--- config.mk ---
export PLATFORM = sky130hd
export DESIGN_NAME = seg_scan_display
export DESIGN_NICKNAME = d
export VERILOG_FILES = /design/src/rtl/seg_scan_display.sv
export SDC_FILE = /design/constraint.sdc
export NUM_CORES = 1
export LEC_CHECK = 0
export BUFFER_PORTS_ARGS = -buffer_cell sky130_fd_sc_hd__buf_2
export CORE_ASPECT_RATIO = 1.1
export CORE_MARGIN = 1.5
export CORE_UTILIZATION = 35
export CTS_CLUSTER_SIZE = 16
export DETAILED_ROUTE_END_ITERATION = 10
export HOLD_SLACK_MARGIN = 0.08
export PLACE_DENSITY = 0.68
export SETUP_SLACK_MARGIN = 0.2
export SLEW_MARGIN = 20
export SYNTH_ARGS = -nofsm -noshare
export SYNTH_HDL_FRONTEND = slang
export SYNTH_SLANG_ARGS = --single-unit
--- constraint.sdc ---
create_clock -name CLK -period 4.49 [get_ports CLK]
set_clock_uncertainty 0.15 [all_clocks]
set_input_delay 0.449 -clock CLK [delete_from_list [all_inputs] [get_ports CLK]]
set_output_delay 0.449 -clock CLK [all_outputs]
set_load 0.005 [all_outputs]
--- src/rtl/seg_scan_display.sv ---
// Multiplexed common-cathode 7-segment scan driver with frame snapshot,
// leading-zero blanking, per-digit dp/blink and inter-digit CS blanking.
module seg_scan_display #(
    parameter int unsigned DIGITS       = 6,
    parameter int unsigned SCAN_DIV     = 200,
    parameter int unsigned BLANK_CYC    = 2,
    parameter int unsigned BLINK_FRAMES = 64
) (
    input  logic                  CLK,
    input  logic                  RSTn,
    input  logic [1:0]            Sel,
    input  logic [4*DIGITS-1:0]   Value_A,
    input  logic [4*DIGITS-1:0]   Value_B,
    input  logic [4*DIGITS-1:0]   Value_C,
    input  logic [DIGITS-1:0]     Dp_Mask,
    input  logic [DIGITS-1:0]     Blink_Mask,
    input  logic                  Lz_En,
    output logic [7:0]            Digitron_Out,
    output logic [DIGITS-1:0]     DigitronCS_Out,
    output logic                  Frame_Start
);

    localparam int unsigned IW = $clog2(DIGITS);
    localparam int unsigned PW = $clog2(SCAN_DIV);
    localparam int unsigned FW = (BLINK_FRAMES > 1) ? $clog2(BLINK_FRAMES) : 1;
    localparam int unsigned VW = 4 * DIGITS;

    typedef enum logic {ST_WAIT, ST_SCAN} state_t;
    state_t state_q, state_d;

    logic [PW-1:0]     presc_q, presc_d;
    logic [IW-1:0]     idx_q, idx_d;
    logic              tick, frame_tick, in_blank;
    logic [1:0]        snap_sel;
    logic [VW-1:0]     snap_val, live_val, cur_val;
    logic [DIGITS-1:0] snap_dp, snap_blink, cur_dp, cur_blink;
    logic              snap_lz, cur_lz;
    logic [1:0]        cur_sel;
    logic [FW-1:0]     fcnt_q;
    logic              phase_q, phase_d, frame_done;
    logic [3:0]        nib;
    logic              dp_bit, blink_bit, upper_nz, lz_blank;
    logic [7:0]        seg_d;
    logic [DIGITS-1:0] cs_d;

    function automatic logic [6:0] hex7(input logic [3:0] n);
        case (n)
            4'h0: hex7 = 7'h3F;  4'h1: hex7 = 7'h06;  4'h2: hex7 = 7'h5B;  4'h3: hex7 = 7'h4F;
            4'h4: hex7 = 7'h66;  4'h5: hex7 = 7'h6D;  4'h6: hex7 = 7'h7D;  4'h7: hex7 = 7'h07;
            4'h8: hex7 = 7'h7F;  4'h9: hex7 = 7'h6F;  4'hA: hex7 = 7'h77;  4'hB: hex7 = 7'h7C;
            4'hC: hex7 = 7'h39;  4'hD: hex7 = 7'h5E;  4'hE: hex7 = 7'h79;  default: hex7 = 7'h71;
        endcase
    endfunction

    always_comb begin
        tick       = (presc_q == PW'(SCAN_DIV - 1));
        frame_tick = tick && (idx_q == IW'(DIGITS - 1));
        presc_d    = tick ? '0 : presc_q + 1'b1;
        if (!tick)           idx_d = idx_q;
        else if (frame_tick) idx_d = '0;
        else                 idx_d = idx_q + 1'b1;
    end

    generate
        if (BLANK_CYC == 0) begin : g_noblank
            assign in_blank = 1'b0;
        end else begin : g_blank
            assign in_blank = (presc_d < PW'(BLANK_CYC));
        end
    endgenerate

    always_comb begin
        case (Sel)
            2'd0:    live_val = Value_A;
            2'd1:    live_val = Value_B;
            2'd2:    live_val = Value_C;
            default: live_val = '0;
        endcase
    end

    // Digit 0 is loaded on the same edge as the snapshot, so it reads the live inputs.
    always_comb begin
        cur_sel   = frame_tick ? Sel        : snap_sel;
        cur_val   = frame_tick ? live_val   : snap_val;
        cur_dp    = frame_tick ? Dp_Mask    : snap_dp;
        cur_blink = frame_tick ? Blink_Mask : snap_blink;
        cur_lz    = frame_tick ? Lz_En      : snap_lz;
    end

    // The first frame after reset is not a completed frame, hence the ST_SCAN qualifier.
    always_comb begin
        frame_done = frame_tick && (state_q == ST_SCAN);
        phase_d    = phase_q;
        if (frame_done && (fcnt_q == FW'(BLINK_FRAMES - 1)))
            phase_d = ~phase_q;
    end

    always_comb begin
        nib       = '0;
        dp_bit    = 1'b0;
        blink_bit = 1'b0;
        upper_nz  = 1'b0;
        for (int unsigned j = 0; j < DIGITS; j++) begin
            if (IW'(j) == idx_d) begin
                nib       = cur_val[4*j +: 4];
                dp_bit    = cur_dp[j];
                blink_bit = cur_blink[j];
            end
            if ((IW'(j) >= idx_d) && (cur_val[4*j +: 4] != 4'h0))
                upper_nz = 1'b1;
        end
        lz_blank = cur_lz && (cur_sel != 2'd3) && (idx_d != '0) && !upper_nz;
        if (cur_sel == 2'd3) seg_d = 8'h40;
        else if (lz_blank)   seg_d = 8'h00;
        else                 seg_d = {1'b0, hex7(nib)};
        seg_d[7] = dp_bit;
        if (phase_d && blink_bit)
            seg_d = '0;
    end

    always_ff @(posedge CLK or negedge RSTn) begin
        if (!RSTn) state_q <= ST_WAIT;
        else       state_q <= state_d;
    end

    always_comb begin
        state_d = state_q;
        if (tick) state_d = ST_SCAN;
    end

    always_comb begin
        cs_d = '1;
        if (((state_q == ST_SCAN) || tick) && !in_blank)
            cs_d = ~(DIGITS'(1) << idx_d);
    end

    always_ff @(posedge CLK or negedge RSTn) begin
        if (!RSTn) begin
            presc_q        <= '0;
            idx_q          <= IW'(DIGITS - 1);
            Digitron_Out   <= '0;
            DigitronCS_Out <= '1;
            Frame_Start    <= 1'b0;
            phase_q        <= 1'b0;
            fcnt_q         <= '0;
            snap_sel       <= '0;
            snap_val       <= '0;
            snap_dp        <= '0;
            snap_blink     <= '0;
            snap_lz        <= 1'b0;
        end else begin
            presc_q        <= presc_d;
            idx_q          <= idx_d;
            DigitronCS_Out <= cs_d;
            Frame_Start    <= frame_tick;
            phase_q        <= phase_d;
            if (tick)
                Digitron_Out <= seg_d;
            if (frame_done)
                fcnt_q <= (fcnt_q == FW'(BLINK_FRAMES - 1)) ? '0 : fcnt_q + 1'b1;
            if (frame_tick) begin
                snap_sel   <= Sel;
                snap_val   <= live_val;
                snap_dp    <= Dp_Mask;
                snap_blink <= Blink_Mask;
                snap_lz    <= Lz_En;
            end
        end
    end

endmodule
==> results_tabular.tex, run 1 <==
\begin{tabular}{lr}
\hline
Metric & Value \\
\hline
\multicolumn{2}{l}{\textbf{Outcome}} \\
\quad Run status & completed \\
\multicolumn{2}{l}{\textbf{CTS}} \\
\quad Level count of the clock H-tree & 3 \\
\quad \# clock sinks & 73 \\
\quad Num CTS Buffers & 9 \\
\quad Resize count post-CTS & 0 \\
\quad Worst-skew pair later-pin latency & $\sim$340 ps \\
\quad Root buffer cell & sky130\_fd\_sc\_hd\_\_clkbuf\_16 \\
\quad TritonCTS clock tree & built \\
\quad Max Root-Sink Buffers & 2 \\
\quad Clock transition at the registers of the reported paths & 60 ps \\
\quad Post-CTS Hold Fix Bufs & 0 \\
\quad Setup repair bufs after CTS & 0 \\
\multicolumn{2}{l}{\textbf{Drt}} \\
\quad Post-detailed-routing wire length & 11.05 mm \\
\quad Average via count per standard cell & 5.304 \\
\quad Total via count after detailed routing & 3,649 \\
\quad Residual DRC count & 0 \\
\quad Drt initial violations & 249 \\
\quad Total iterations of the first detailed-routing run & 5 \\
\quad WL/cell & approximately 16 um \\
\quad Post-DRT Antenna Nets & 0 \\
\multicolumn{2}{l}{\textbf{Yosys}} \\
\quad Avg Inst Size Synth & 9.989 sq um \\
\quad Share of the synthesized area in the top cell type & a little under two fifths \\
\quad Count of flip-flops with a built-in enable after synthesis & 0 \\
\quad FFs w/ async S/R, synth & 100.0\% \\
\quad Top post-synthesis cells by area & sky130\_fd\_sc\_hd\_\_dfrtp\_1, sky130\_fd\_sc\_hd\_\_mux2i\_1, sky130\_fd\_sc\_hd\_\_nand2\_1 \\
\quad Syn Inst Count & about 430 \\
\quad Yosys top cell by area & sky130\_fd\_sc\_hd\_\_dfrtp\_1 \\
\quad Distinct cell type count of the synthesized netlist & 70 \\
\quad Post-synthesis register bit count & 73 \\
\quad Syn Nets & 530 \\
\quad Cell area after synthesis & 4305 sq um \\
\quad Top\_reg\_cell synth & sky130\_fd\_sc\_hd\_\_dfrtp\_1 \\
\quad Part of the Yosys area used for sequential elements & 42.66\% \\
\quad Yosys warning total & 0 \\
\multicolumn{2}{l}{\textbf{Power and ir drop}} \\
\quad Power, Total & 1.503 mW \\
\quad Total net switching power & 337.5 uW \\
\quad Worst vdd ir & 169.2 uV \\
\quad Portion of total power attributed to the clock network & approximately half \\
\quad Share of power burned in combinational logic & just under 8\% \\
\quad Pwr dens & 287.3 nW/um\^{}2 \\
\quad Leakage power of the design & 2.467 nW \\
\quad Net switching share of the total power & 22.45\% \\
\quad Internal power component & around 1.2 mW \\
\quad Sequential share of power & $\sim$44\% \\
\multicolumn{2}{l}{\textbf{STA}} \\
\quad Setup-violating endpoint count in the final report & 0 \\
\quad Tcrit/Tclk final & around 86\% \\
\quad Post-Route Setup TNS & 0 ps \\
\quad Tightest hold margin & 165.9 ps \\
\quad Unrepaired setup endpoints after global routing & no \\
\quad Maximum clock rate & 0.2592 GHz \\
\quad Final-report max-slew violation count & 0 \\
\quad Slew of the pin with the lowest slew margin & around 720 ps \\
\quad Final critical delay including setup and external delays & 3858 ps \\
\quad Tightest slew margin relative to the limit & 52.18\% \\
\quad Total count of hold-check failures in the final report & 0 \\
\multicolumn{2}{l}{\textbf{Run}} \\
\quad Max\_cap viols & 0 \\
\multicolumn{2}{l}{\textbf{Min path}} \\
\quad Path category of the worst min-delay check & input port to flop \\
\quad Hold path cells & 3 \\
\multicolumn{2}{l}{\textbf{Floorplanning}} \\
\quad FP Rows & 42 \\
\quad Effective utilization at floorplan & 35.78\% \\
\quad Die W & around 110 um \\
\quad Floorplan die height & 119.3 um \\
\quad Area of the placeable core & 12,030 sq um \\
\quad I/O pin cnt & 104 \\
\quad Area enclosed by the die boundary & 12,980 sq um \\
\multicolumn{2}{l}{\textbf{GRT}} \\
\quad Global-route wire length before repair & around 18 mm \\
\quad Tot GR Track Use & a little under a fifth \\
\quad Grt total ovfl & 0 \\
\quad Maximum number of pins on one net before global-route repair & 47 \\
\quad Number of antenna violations at the first check in global routing & 0 \\
\quad Via count of the first global-routing pass & about 3,800 \\
\multicolumn{2}{l}{\textbf{Worst setup path}} \\
\quad Worst path max stage delay & 700 ps \\
\quad Most frequent CP cell & sky130\_fd\_sc\_hd\_\_ha\_1 \\
\quad Worst-path fanout max & 34 \\
\quad Required time reported for the critical path endpoint & 4610 ps \\
\quad Cell type of the slowest stage on the worst timing path & sky130\_fd\_sc\_hd\_\_dfstp\_2 \\
\quad Category of the most critical setup path & flop to flop \\
\quad Critical path data arrival time & $\sim$4000 ps \\
\quad Setup crit end kind & flop \\
\quad List of cells traversed by the critical path & ha\_1, and2\_2, nand3\_2, inv\_6, mux2i\_1, a221oi\_1, a21oi\_1, inv\_1, ha\_1, mux4\_1, o21ai\_1 \\
\quad Number of cell instances on the worst register-to-register path & 11 \\
\quad Startpoint kind of the worst setup timing path & flop \\
\multicolumn{2}{l}{\textbf{Place}} \\
\quad HPWL after DPL & 8.367 mm \\
\quad Placer Congestion & between 0.8 and 0.9 \\
\quad Buffers added on ports & 103 \\
\multicolumn{2}{l}{\textbf{Cells and area}} \\
\quad Net count reported at finish & about 630 \\
\quad Ratio of cells with drive above 1 in the final layout & 29.78\% \\
\quad Antenna diode count & 0 \\
\quad Area growth from synthesis to final layout & 21.53\% \\
\hline
\end{tabular}
-- Yosys cell counts, drive strengths merged (5+ instances only) --
cell type / number
nand2: 65
o21ai: 26
nor2: 15
dfstp: 8
buf: 9
xnor2: 5
a21oi: 10
mux2: 12
clkbuf: 12
mux2i: 45
nor3: 5
o2bb2ai: 21
inv: 32
nand4: 7
o32ai: 5
and2: 5
nand3: 13
dfrtp: 65
ha: 10
-- power groups by stage --
| stage | sequential [mW] | combinational [mW] | clock (mW) |
|---|---|---|---|
| finish | 0.662 | 0.116 | 0.725 |
| global route | 0.662 | 0.130 | 0.767 |
| CTS | 0.662 | 0.117 | 0.734 |
| detailed placement | 0.674 | 0.117 | 0 |
| global placement | 0.674 | 0.114 | 0 |
| floorplan | 0.674 | 0.0539 | 0 |
-- flip-flops by register name, indices dropped and copies added, names as in the netlist --
name and count:
snap_val 24, fcnt_q 6, Digitron_Out 8, phase_q 1, idx_q 3, snap_lz 1, state_q 1, DigitronCS_Out 6
snap_sel 2, Frame_Start 1, snap_blink 6, presc_q 8, snap_dp 6
-- final timing paths --
kind                                          end           from  slack, ps
worst max-delay path              Digitron_Out[3]       idx_q[0]        630
worst min-delay path                snap_blink[2]  Blink_Mask[2]        170
worst max register to register    Digitron_Out[3]       idx_q[0]        630
worst min register to register         presc_q[0]     presc_q[0]        310
max in group asynchronous       DigitronCS_Out[4]           RSTn       2850
min in group asynchronous           snap_blink[0]           RSTn        510
-- cells in the final DEF, fill, tap and decap left out, drive strengths merged, types with 2 or more instances in the layout --
master / n
nor2: 15
mux2i: 45
o21ai: 26
xnor2: 5
xor2: 3
a31oi: 3
a2bb2oi: 3
nand4: 7
nor4: 3
clkbuf: 12
ha: 10
a31o: 2
nor3: 5
nand2: 65
a21oi: 10
dfrtp: 65
o22ai: 4
nand3: 13
a21o: 2
clkinvlp: 2
dfstp: 8
a41oi: 2
a211oi: 4
a221o: 2
o211ai: 4
buf: 107
and2: 5
a22oi: 2
nor2b: 2
nand2b: 4
mux2: 12
a221oi: 3
o32ai: 5
inv: 33
o2bb2ai: 21
-- per-layer routing --
metal,vias up,GRT usage [%],wire length (um)
li1,1761,-,-
met1,1751,21.96,4601
met2,120,32.19,5702
met3,17,3.722,545
met4,0,7.237,200
met5,-,0,0
-- kinds of logic after synthesis --
logic type	synth area share, %
adder cells (fa/ha/maj)	2.906
XOR/XNOR	1.627
multiplexers	14.59
AO/OA/AOI/OAI	18.13
AND/OR/NAND/NOR	14.30
flip-flops	42.66
buffers and inverters	5.783
-- worst max-delay path, delay by kind of cell (launching register included) --
kind	cells	cell delay (ps)
AO/OA/AOI/OAI	3	710
AND/OR/NAND/NOR	2	340
buffers and inverters	2	450
adder cells (fa/ha/maj)	2	510
multiplexers	2	910
flip-flops	1	700
-- cell type report --
class / count / area [sq um]
clock inverter: 4 / 53.80
sequential: 73 / 1837
clock buffer: 12 / 246.5
fill: 1128 / 6802
multi-input combinational: 305 / 2220
inverter: 32 / 125.1
tap: 154 / 192.7
timing repair buffer: 108 / 558.0
-- through the flow --
step | cells | cell area (sq um) | util, % | worst slack (ps)
2_1_floorplan | 431 | 4305 | - | 885.5
3_3_place_gp | 671 | 4920 | 40.88 | 798.7
3_5_place_dp | 671 | 4920 | 40.88 | 677.4
4_1_cts | 687 | 5220 | 43.38 | 658.3
5_1_grt | 688 | 5233 | 43.48 | 404.6
6_report | 688 | 5233 | 43.48 | 631.6
No activity file was read; power rests on OpenSTA's default activity.
==> run 2: changes to the inputs <==
BUFFER_PORTS_ARGS = unset   (was -buffer_cell sky130_fd_sc_hd__buf_2)
DONT_BUFFER_PORTS = 1   (was unset)
GPL_TIMING_DRIVEN = 0   (was unset)
PLACE_DENSITY = 0.61   (was 0.68)
==> run 2 against run 1 <==
Against the previous run:
- setup slack worse by 210 ps
- global-route usage shrank 0.50 points
- hold slack lost 60 ps
- utilization decreased by 3.2 points
- sequential power is essentially flat
- critical path type unchanged
- critical path depth up 2
==> results_tabular.tex, run 2 (synthesis results as in run 1) <==
\begin{tabular}{lr}
\hline
Metric & Value \\
\hline
\multicolumn{2}{l}{\textbf{Outcome}} \\
\quad Run status & completed \\
\multicolumn{2}{l}{\textbf{Power and ir drop}} \\
\quad Total net switching power & 308.3 uW \\
\quad Pwr dens & 284.4 nW/um\^{}2 \\
\quad Portion of total power attributed to the clock network & 45.7\% \\
\quad Net switching share of the total power & 22.34\% \\
\quad Worst vdd ir & 161.4 uV \\
\quad Sequential share of power & 48.0\% \\
\quad Leakage power of the design & roughly 2.1 nW \\
\quad Internal power component & approximately 1.1 mW \\
\quad Share of power burned in combinational logic & 6.3\% \\
\quad Power, Total & about 1.4 mW \\
\multicolumn{2}{l}{\textbf{Drt}} \\
\quad Post-detailed-routing wire length & 10.97 mm \\
\quad Residual DRC count & 0 \\
\quad Total via count after detailed routing & between 3,000 and 4,000 \\
\quad Average via count per standard cell & 5.502 \\
\quad WL/cell & 18.04 um \\
\quad Drt initial violations & 183 \\
\quad Total iterations of the first detailed-routing run & 4 \\
\quad Post-DRT Antenna Nets & 0 \\
\multicolumn{2}{l}{\textbf{STA}} \\
\quad Tcrit/Tclk final & 90.65\% \\
\quad Unrepaired setup endpoints after global routing & no \\
\quad Setup-violating endpoint count in the final report & 0 \\
\quad Final-report max-slew violation count & 0 \\
\quad Tightest slew margin relative to the limit & between 50\% and 60\% \\
\quad Tightest hold margin & 106.2 ps \\
\quad Post-Route Setup TNS & 0 ps \\
\quad Maximum clock rate & 0.2457 GHz \\
\quad Total count of hold-check failures in the final report & 0 \\
\quad Slew of the pin with the lowest slew margin & 748.2 ps \\
\quad Final critical delay including setup and external delays & 4070 ps \\
\quad Worst-case setup margin in the final layout & roughly 420 ps \\
\multicolumn{2}{l}{\textbf{Cells and area}} \\
\quad Net count reported at finish & 548 \\
\quad Ratio of cells with drive above 1 in the final layout & 14.32\% \\
\quad Largest registers & snap\_val x24, Digitron\_Out x8, presc\_q x8 \\
\quad Area growth from synthesis to final layout & 12.70\% \\
\quad Commonest cells after routing, fill and taps aside & sky130\_fd\_sc\_hd\_\_dfrtp\_1, sky130\_fd\_sc\_hd\_\_nand2\_1, sky130\_fd\_sc\_hd\_\_mux2i\_1 \\
\quad Filler cell count & roughly 1,200 \\
\quad Area of combinational cells with multiple inputs & 2238 sq um \\
\quad Final cell count without fillers & 608 \\
\quad Flip-flop count of the largest register after layout & 24 \\
\quad Sequential cell area in the final layout & 1837 sq um \\
\quad Largest reg by FF count & snap\_val \\
\quad Antenna diode count & 0 \\
\multicolumn{2}{l}{\textbf{Place}} \\
\quad Placed Instances & 585 \\
\quad Buffers added on ports & 0 \\
\quad Worst setup slack before clock tree synthesis & just under 50 ps \\
\quad Placer Congestion & $\sim$0.9 \\
\quad HPWL after DPL & approximately 8.4 mm \\
\multicolumn{2}{l}{\textbf{Worst setup path}} \\
\quad Critical path origin & presc\_q[0] \\
\quad Category of the most critical setup path & flop to flop \\
\quad Reg2Reg Capture Point & Digitron\_Out[3] \\
\quad Worst-path fanout max & 10 \\
\quad Last element of the critical path & Digitron\_Out[3] \\
\quad Critical path data arrival time & 4180 ps \\
\quad Required time reported for the critical path endpoint & about 4600 ps \\
\quad Setup crit end kind & flop \\
\quad R2R Setup Slk & 420 ps \\
\quad Startpoint kind of the worst setup timing path & flop \\
\quad Number of cell instances on the worst register-to-register path & 13 \\
\quad Critical register-to-register path startpoint & presc\_q[0] \\
\multicolumn{2}{l}{\textbf{Run}} \\
\quad Max\_cap viols & 0 \\
\multicolumn{2}{l}{\textbf{CTS}} \\
\quad Level count of the clock H-tree & 3 \\
\quad \# clock sinks & 73 \\
\quad TritonCTS clock tree & built \\
\quad Root buffer cell & sky130\_fd\_sc\_hd\_\_clkbuf\_16 \\
\quad Worst-skew pair later-pin latency & 340 ps \\
\quad Num CTS Buffers & 9 \\
\quad Clock transition at the registers of the reported paths & $\sim$60 ps \\
\quad Max Root-Sink Buffers & 2 \\
\multicolumn{2}{l}{\textbf{Floorplanning}} \\
\quad Area of the placeable core & 12,030 sq um \\
\quad FP Rows & 42 \\
\quad Area enclosed by the die boundary & 12,980 sq um \\
\quad Effective utilization at floorplan & 35.78\% \\
\quad I/O pin cnt & 104 \\
\quad Die W & 108.8 um \\
\quad Floorplan die height & 119.3 um \\
\multicolumn{2}{l}{\textbf{Min path}} \\
\quad Path category of the worst min-delay check & input port to flop \\
\multicolumn{2}{l}{\textbf{GRT}} \\
\quad Global-route wire length before repair & 17.51 mm \\
\quad Grt total ovfl & 0 \\
\quad Number of antenna violations at the first check in global routing & 0 \\
\quad Tot GR Track Use & 17.96\% \\
\quad Maximum number of pins on one net before global-route repair & 74 \\
\quad Via count of the first global-routing pass & 3,436 \\
\hline
\end{tabular}
[run 2: routing by layer]
layer  part of all wire [%]  vias up  track usage, %
met3                    4.0       27           3.558
met1                     41     1628           21.85
met4                    3.1        0           8.799
met2                     52       89           29.99
met5                      0        -               0
li1                       -     1601               -
[run 2: critical path, stage by stage, from the launching register on]
cell                       delay [ps]
sky130_fd_sc_hd__dfrtp_1          370
sky130_fd_sc_hd__ha_1             330
sky130_fd_sc_hd__and4b_1          370
sky130_fd_sc_hd__nand3_4          220
sky130_fd_sc_hd__inv_6            170
sky130_fd_sc_hd__clkbuf_4         260
sky130_fd_sc_hd__buf_4            240
sky130_fd_sc_hd__mux2i_1          340
sky130_fd_sc_hd__a221oi_1         160
sky130_fd_sc_hd__a21oi_2          310
sky130_fd_sc_hd__inv_1            150
sky130_fd_sc_hd__ha_1             250
sky130_fd_sc_hd__mux4_1           520
sky130_fd_sc_hd__o21ai_1          150
[run 2: repair_timing]
action | in CTS | in global routing
hold buffers | 4 | 0
gates resized for setup | 2 | 3
pin swaps | 0 | 0
cloned | 0 | 0
setup buffers | 0 | 3
setup endpoints to repair | 1 | 1
hold endpoints to repair | 75 | 0
[run 2: worst min-delay path by stage]
stage / startpoint / endpoint / cells past startpoint / slack [ps]
floorplan: RSTn / Digitron_Out[0] / 0 / 3
global placement: RSTn / presc_q[3] / 0 / 9
detailed placement: RSTn / presc_q[2] / 0 / 9
CTS: Lz_En / snap_lz / 2 / 100
global route: Dp_Mask[4] / snap_dp[4] / 2 / 120
finish: Lz_En / snap_lz / 2 / 110
[run 2: layout make-up]
cell class	instances	share of cell area, %
Multi-Input combinational cell	305	46.13
Inverter	32	2.579
Sequential cell	73	37.85
Clock inverter	1	0.1031
Tap cell	154	3.971
Clock buffer	15	5.106
Timing Repair Buffer	7	1.650
Buffer	21	2.604
[run 2: through the flow]
stage,instance area (sq um),utilization [%]
floorplan,4305,-
global placement,4498,37.38
detailed placement,4498,37.38
CTS,4816,40.02
global route,4852,40.32
finish,4852,40.32
[run 2: power by group through the flow]
stage               combinational [mW]  clock [mW]  sequential [mW]
floorplan                       0.0539           0            0.674
global placement                0.0664           0            0.674
detailed placement              0.0687           0            0.674
CTS                             0.0875       0.639            0.663
global route                    0.0963       0.668            0.662
finish                          0.0868       0.630            0.663
